--- src/rtl/regfile_wb_arbiter.sv ---
`default_nettype none
// +--------------------------------------------------------------------------+
// | regfile_wb_arbiter: ALU/MEM write-back arbiter + pending-register table  |
// | Tie policy: WB_RR_ARB_EN defined -> round-robin, else MEM fixed priority |
// | Revision: 1.0                                                            |
// +--------------------------------------------------------------------------+
module regfile_wb_arbiter #(
    parameter int XLEN = 32,
    parameter int NREG = 32
) (
    input  logic            clk,
    input  logic            rst_n,
    input  logic            alu_valid,
    input  logic [4:0]      alu_rd,
    input  logic [XLEN-1:0] alu_data,
    output logic            alu_ready,
    input  logic            mem_valid,
    input  logic [4:0]      mem_rd,
    input  logic [XLEN-1:0] mem_data,
    output logic            mem_ready,
    input  logic            iss_valid,
    input  logic [4:0]      iss_rd,
    input  logic [4:0]      rs1,
    input  logic [4:0]      rs2,
    output logic            hazard,
    output logic            rf_we,
    output logic [4:0]      rf_rd,
    output logic [XLEN-1:0] rf_wdata
);

    logic            w_grant_alu;
    logic            w_grant_mem;
    logic            w_xfer;
    logic [4:0]      w_xfer_rd;
    logic [XLEN-1:0] w_xfer_data;

    logic            rf_we_q,    rf_we_d;
    logic [4:0]      rf_rd_q,    rf_rd_d;
    logic [XLEN-1:0] rf_wdata_q, rf_wdata_d;
    logic [NREG-1:0] pend_q,     pend_d;

    function automatic logic pend_at(input logic [NREG-1:0] v, input logic [4:0] idx);
        pend_at = (int'(idx) < NREG) ? v[idx] : 1'b0;
    endfunction

`ifdef WB_RR_ARB_EN
    localparam logic c_sel_alu = 1'b0;
    localparam logic c_sel_mem = 1'b1;

    logic last_grant_q, last_grant_d;

    always_comb begin
        w_grant_alu = 1'b0;
        w_grant_mem = 1'b0;
        if (rst_n) begin
            if (alu_valid && mem_valid) begin
                // On a tie the channel that did not win last time goes first.
                if (last_grant_q == c_sel_mem) begin
                    w_grant_alu = 1'b1;
                end else begin
                    w_grant_mem = 1'b1;
                end
            end else begin
                w_grant_alu = alu_valid;
                w_grant_mem = mem_valid;
            end
        end
    end

    always_comb begin
        last_grant_d = last_grant_q;
        if (w_grant_mem) begin
            last_grant_d = c_sel_mem;
        end else if (w_grant_alu) begin
            last_grant_d = c_sel_alu;
        end
    end

    always_ff @(posedge clk) begin
        if (!rst_n) begin
            last_grant_q <= c_sel_mem;
        end else begin
            last_grant_q <= last_grant_d;
        end
    end
`else
    always_comb begin
        w_grant_alu = 1'b0;
        w_grant_mem = 1'b0;
        if (rst_n) begin
            w_grant_mem = mem_valid;
            w_grant_alu = alu_valid && !mem_valid;
        end
    end
`endif

    assign alu_ready   = w_grant_alu;
    assign mem_ready   = w_grant_mem;
    assign w_xfer      = w_grant_alu || w_grant_mem;
    assign w_xfer_rd   = w_grant_mem ? mem_rd   : alu_rd;
    assign w_xfer_data = w_grant_mem ? mem_data : alu_data;

    // Writes to x0 are accepted on the channel but never reach the RF.
    always_comb begin
        rf_we_d    = 1'b0;
        rf_rd_d    = rf_rd_q;
        rf_wdata_d = rf_wdata_q;
        if (w_xfer) begin
            rf_we_d    = (w_xfer_rd != 5'd0);
            rf_rd_d    = w_xfer_rd;
            rf_wdata_d = w_xfer_data;
        end
    end

    // Clear first, then set, so a same-edge issue keeps the register pending.
    always_comb begin
        pend_d = pend_q;
        if (rf_we_q && (int'(rf_rd_q) < NREG)) begin
            pend_d[rf_rd_q] = 1'b0;
        end
        if (iss_valid && (iss_rd != 5'd0) && (int'(iss_rd) < NREG)) begin
            pend_d[iss_rd] = 1'b1;
        end
        pend_d[0] = 1'b0;
    end

    always_ff @(posedge clk) begin
        if (!rst_n) begin
            rf_we_q    <= 1'b0;
            rf_rd_q    <= 5'd0;
            rf_wdata_q <= '0;
            pend_q     <= '0;
        end else begin
            rf_we_q    <= rf_we_d;
            rf_rd_q    <= rf_rd_d;
            rf_wdata_q <= rf_wdata_d;
            pend_q     <= pend_d;
        end
    end

    assign hazard   = pend_at(pend_q, rs1) | pend_at(pend_q, rs2);
    assign rf_we    = rf_we_q;
    assign rf_rd    = rf_rd_q;
    assign rf_wdata = rf_wdata_q;

endmodule
`default_nettype wire

--- config.mk ---
export PLATFORM = sky130hd
export DESIGN_NAME = regfile_wb_arbiter
export DESIGN_NICKNAME = d
export VERILOG_FILES = /design/src/rtl/regfile_wb_arbiter.sv
export SDC_FILE = /design/constraint.sdc
export NUM_CORES = 1
export LEC_CHECK = 0
export ABC_AREA = 1
export BUFFER_PORTS_ARGS = -buffer_cell sky130_fd_sc_hd__clkbuf_2
export CORE_MARGIN = 2
export CORE_UTILIZATION = 49
export CTS_CLUSTER_SIZE = 28
export DETAILED_ROUTE_END_ITERATION = 7
export HOLD_SLACK_MARGIN = 0.05
export PLACE_DENSITY = 0.86
export SYNTH_ARGS = -nofsm -noshare
export SYNTH_HDL_FRONTEND = slang
export SYNTH_SLANG_ARGS = --single-unit
--- constraint.sdc ---
create_clock -name clk -period 1.5 [get_ports clk]
set_input_delay 0.3 -clock clk [delete_from_list [all_inputs] [get_ports clk]]
set_output_delay 0.3 -clock clk [all_outputs]
set_load 0.01 [all_outputs]
==> results_dict.tcl <==
set metrics [dict create \
    run_status "finished, violations left" \
    core_mm2 0.007137 \
    hold_path.class "input pin to flop" \
    gp_congestion 0.8846 \
    hold_path_depth 3 \
    dieArea_mm2 0.007973 \
    rrSetupSlack_ps 240 \
    path_max_fanout 2 \
    power.density_mw_per_mm2 875.7 \
    r2r_cells 4 \
    path_clk_slew_ps 70 \
    cts_setup_buffers 0 \
    fin_crit_sh_pct 113.1 \
    start_kind "flop" \
    initial_core_util_pct 49.95 \
    instances_no_fill 771 \
    synth_top_area_cell "dfxtp_1" \
    grt_pass1_vias 3871 \
    max_stage_delay_ps 310 \
    cts_tree "yes" \
    peakVddDrop_uv 619.4 \
    rows 31 \
    dp_cells 757 \
    wl_um 10970 \
    synthCells 529 \
    vias_per_cell 5.396 \
    whs_endpoint "rf_wdata[30]$_SDFFE_PN0P_" \
    n_antenna_cell 0 \
    numCtsBuffers 9 \
    cpMaxStageDelayCell "dfxtp_1" \
    synth_nets 623 \
    fill_cells 645 \
    multi_input_area_mm2 0.001847 \
    setup_violations 1 \
    crit_family "simple AND/OR/NAND/NOR gates" \
    violations "negative setup slack" \
    hold_violations 0 \
    max_slew_margin_pct 66.33 \
    die_w_um 89.29 \
    r2r_start "rf_rd[1]$_SDFFE_PN0P_" \
    grt_max_degree 40 \
    io_pins 135 \
    num_vias 4160 \
    drc 0 \
    skew_ps 8.990 \
    grt-ovfl-total 0 \
    fmax_mhz 589.4 \
    fin_crit_ps 1697 \
    crit_arrival_ps 1400 \
    antenna_found_initial 0 \
    cts.path.max_buffers 2 \
    place.port_buffers 134 \
    max-cap-violations 0 \
    p_total_mw 4.025 \
    yosys_warnings 0 \
    clk_latency_ps 340 \
    ys_ff_latch 69 \
    crit_path_frequent_cell "nand3_1" \
    htreeDepth 3 \
    hold_buffers 0 \
    tns_ps -196.5 \
    hpwl_um 8402 \
    critPathBufInv 2 \
    synth_area_leaders "dfxtp_1 39%, nand2_1 19%, nand3_1 9.0%" \
    syn_to_final_growth_pct 28.92 \
    synthDominantCellAreaShare_pct 38.75 \
    synthesis.area_mm2 0.003565 \
    drt_iter0_markers 375 \
    cp_num_cells 9 \
    chipHeight_um 89.29 \
    grt_usage_pct 27.70 \
    p_leak_nw 2.057 \
    drtPass1Iterations 5 \
    cp_data_required_time_ps 1200 \
    worst_slew_pin_slew_ps 501.1 \
    r2r_end "pend_q[16]$_SDFF_PN0_" \
    numClockSinks 69 \
    cts-root-buf "clkbuf_8" \
    yosysSeqAreaShare_pct 38.75 \
    avgSynthCellArea_um2 6.739 \
    hp-start "alu_data[30]" \
    ant_nets 0 \
    end_kind "output port" \
    synth_cell_types 23 \
    wire_per_inst_um 14.23 \
    maxSlewViolCount 0 \
    critical_path_class "flop to output port" \
    fin_nets 763 \
    rsz0062_at_grt "true" \
    drive_above_1_share_pct 30.21 \
    regArea_mm2 0.001404 \
    path_cells "inv_1, nand2_1, nand3_1, nand3_1, nand3_1, nand3_1, nand2_1, nand2_1, buf_2" \
    place_ws_ps -80.35 \
    grt_pass1_wl_um 17270 \
    final.setup.worst_slack_ps -196.5 \
]
[registers in the layout (all words and copies together) (netlist names)]
register  cells
rf_wdata     32
rf_we         1
pend_q       31
rf_rd         5
[through the flow]
stage          hold WS (ps)  area (um^2)  utilization (%)
3_3_place_gp          452.7         4405            61.73
4_1_cts               186.5         4586            64.25
5_1_grt               205.9         4596            64.39
6_report              204.6         4596            64.39
3_5_place_dp          455.0         4405            61.73
2_1_floorplan         449.6         3565                -
[worst max-delay path by stage]
| stage | slack [ps] | start | endpoint |
|---|---|---|---|
| 5_1_grt | -280 | pend_q[30]$_SDFF_PN0_ | hazard |
| 3_3_place_gp | -50 | rs2[0] | hazard |
| 6_report | -200 | pend_q[7]$_SDFF_PN0_ | hazard |
| 2_1_floorplan | 70 | rs2[0] | hazard |
| 3_5_place_dp | -80 | rs2[0] | hazard |
| 4_1_cts | -180 | pend_q[15]$_SDFF_PN0_ | hazard |
[worst register-to-register path: stages (launching register included)]
cell and delay, ps:
dfxtp_1 340, inv_1 120, nand3_1 280, o21ai_0 300
a21oi_1 100
[cells in the final DEF, fill, tap and decap left out, types with 4 or more instances in the layout]
cell type  netlist  layout
nand2_1        183     183
clkbuf_2         0     133
nand3_1         64      64
dfxtp_1         69      51
a21oi_1         47      47
inv_1           41      38
o21ai_0         31      31
a31oi_1         18      18
dfxtp_2          0      18
buf_4            7      16
a22oi_1         15      15
clkbuf_8         0      11
nor2_1          10      10
nor3_1           9       9
inv_2            3       6
buf_12           0       5
a211oi_2         4       4
[what timing repair did]
item / CTS / global route
pin swaps: 4 / 1
gates resized for setup: 12 / 10
endpoints found under the setup margin: 1 / 1
hold endpoints to repair: 0 / 0
gates cloned: 0 / 0
[routing by layer]
metal / track usage (%) / routed length, um / vias to the layer above
met3: 6.648 / 935 / 26
met4: 10.85 / 292 / 0
met5: 0 / 0 / -
met2: 49.16 / 5541 / 235
li1: - / - / 2041
met1: 32.05 / 4198 / 1858
[cells by family after synthesis]
group,share of synthesized area (%)
DFF,38.75
muxes,0.2808
buffers and inverters,9.512
and+or+nand+nor,32.57
AOI/OAI and AO/OA,18.88
[cell type report]
class / instances / share of cell area (%)
repair buffers: 155 / 19.38
clock inverters: 2 / 0.2178
clock buffers: 12 / 3.376
inverters: 44 / 3.594
flip-flops and latches: 69 / 30.55
well taps: 99 / 2.695
multi-input cells: 390 / 40.19
[where the power goes]
part	internal, mW	switching, mW	total (mW)
registers	1.91	0.0554	1.97
clock network	0.667	0.648	1.32
logic	0.315	0.428	0.744
[synth_stat cells (all sizes together)]
master,instances
a21oi,47
nor3,12
a22oi,15
inv,44
a31oi,18
mux2i,1
or2,1
buf,22
nand2,184
dfxtp,69
nand3,64
o211ai,1
o21ai,31
nor2,12
a211oi,4
clkbuf,4
Note: power is estimated with default switching activity, not from simulation.
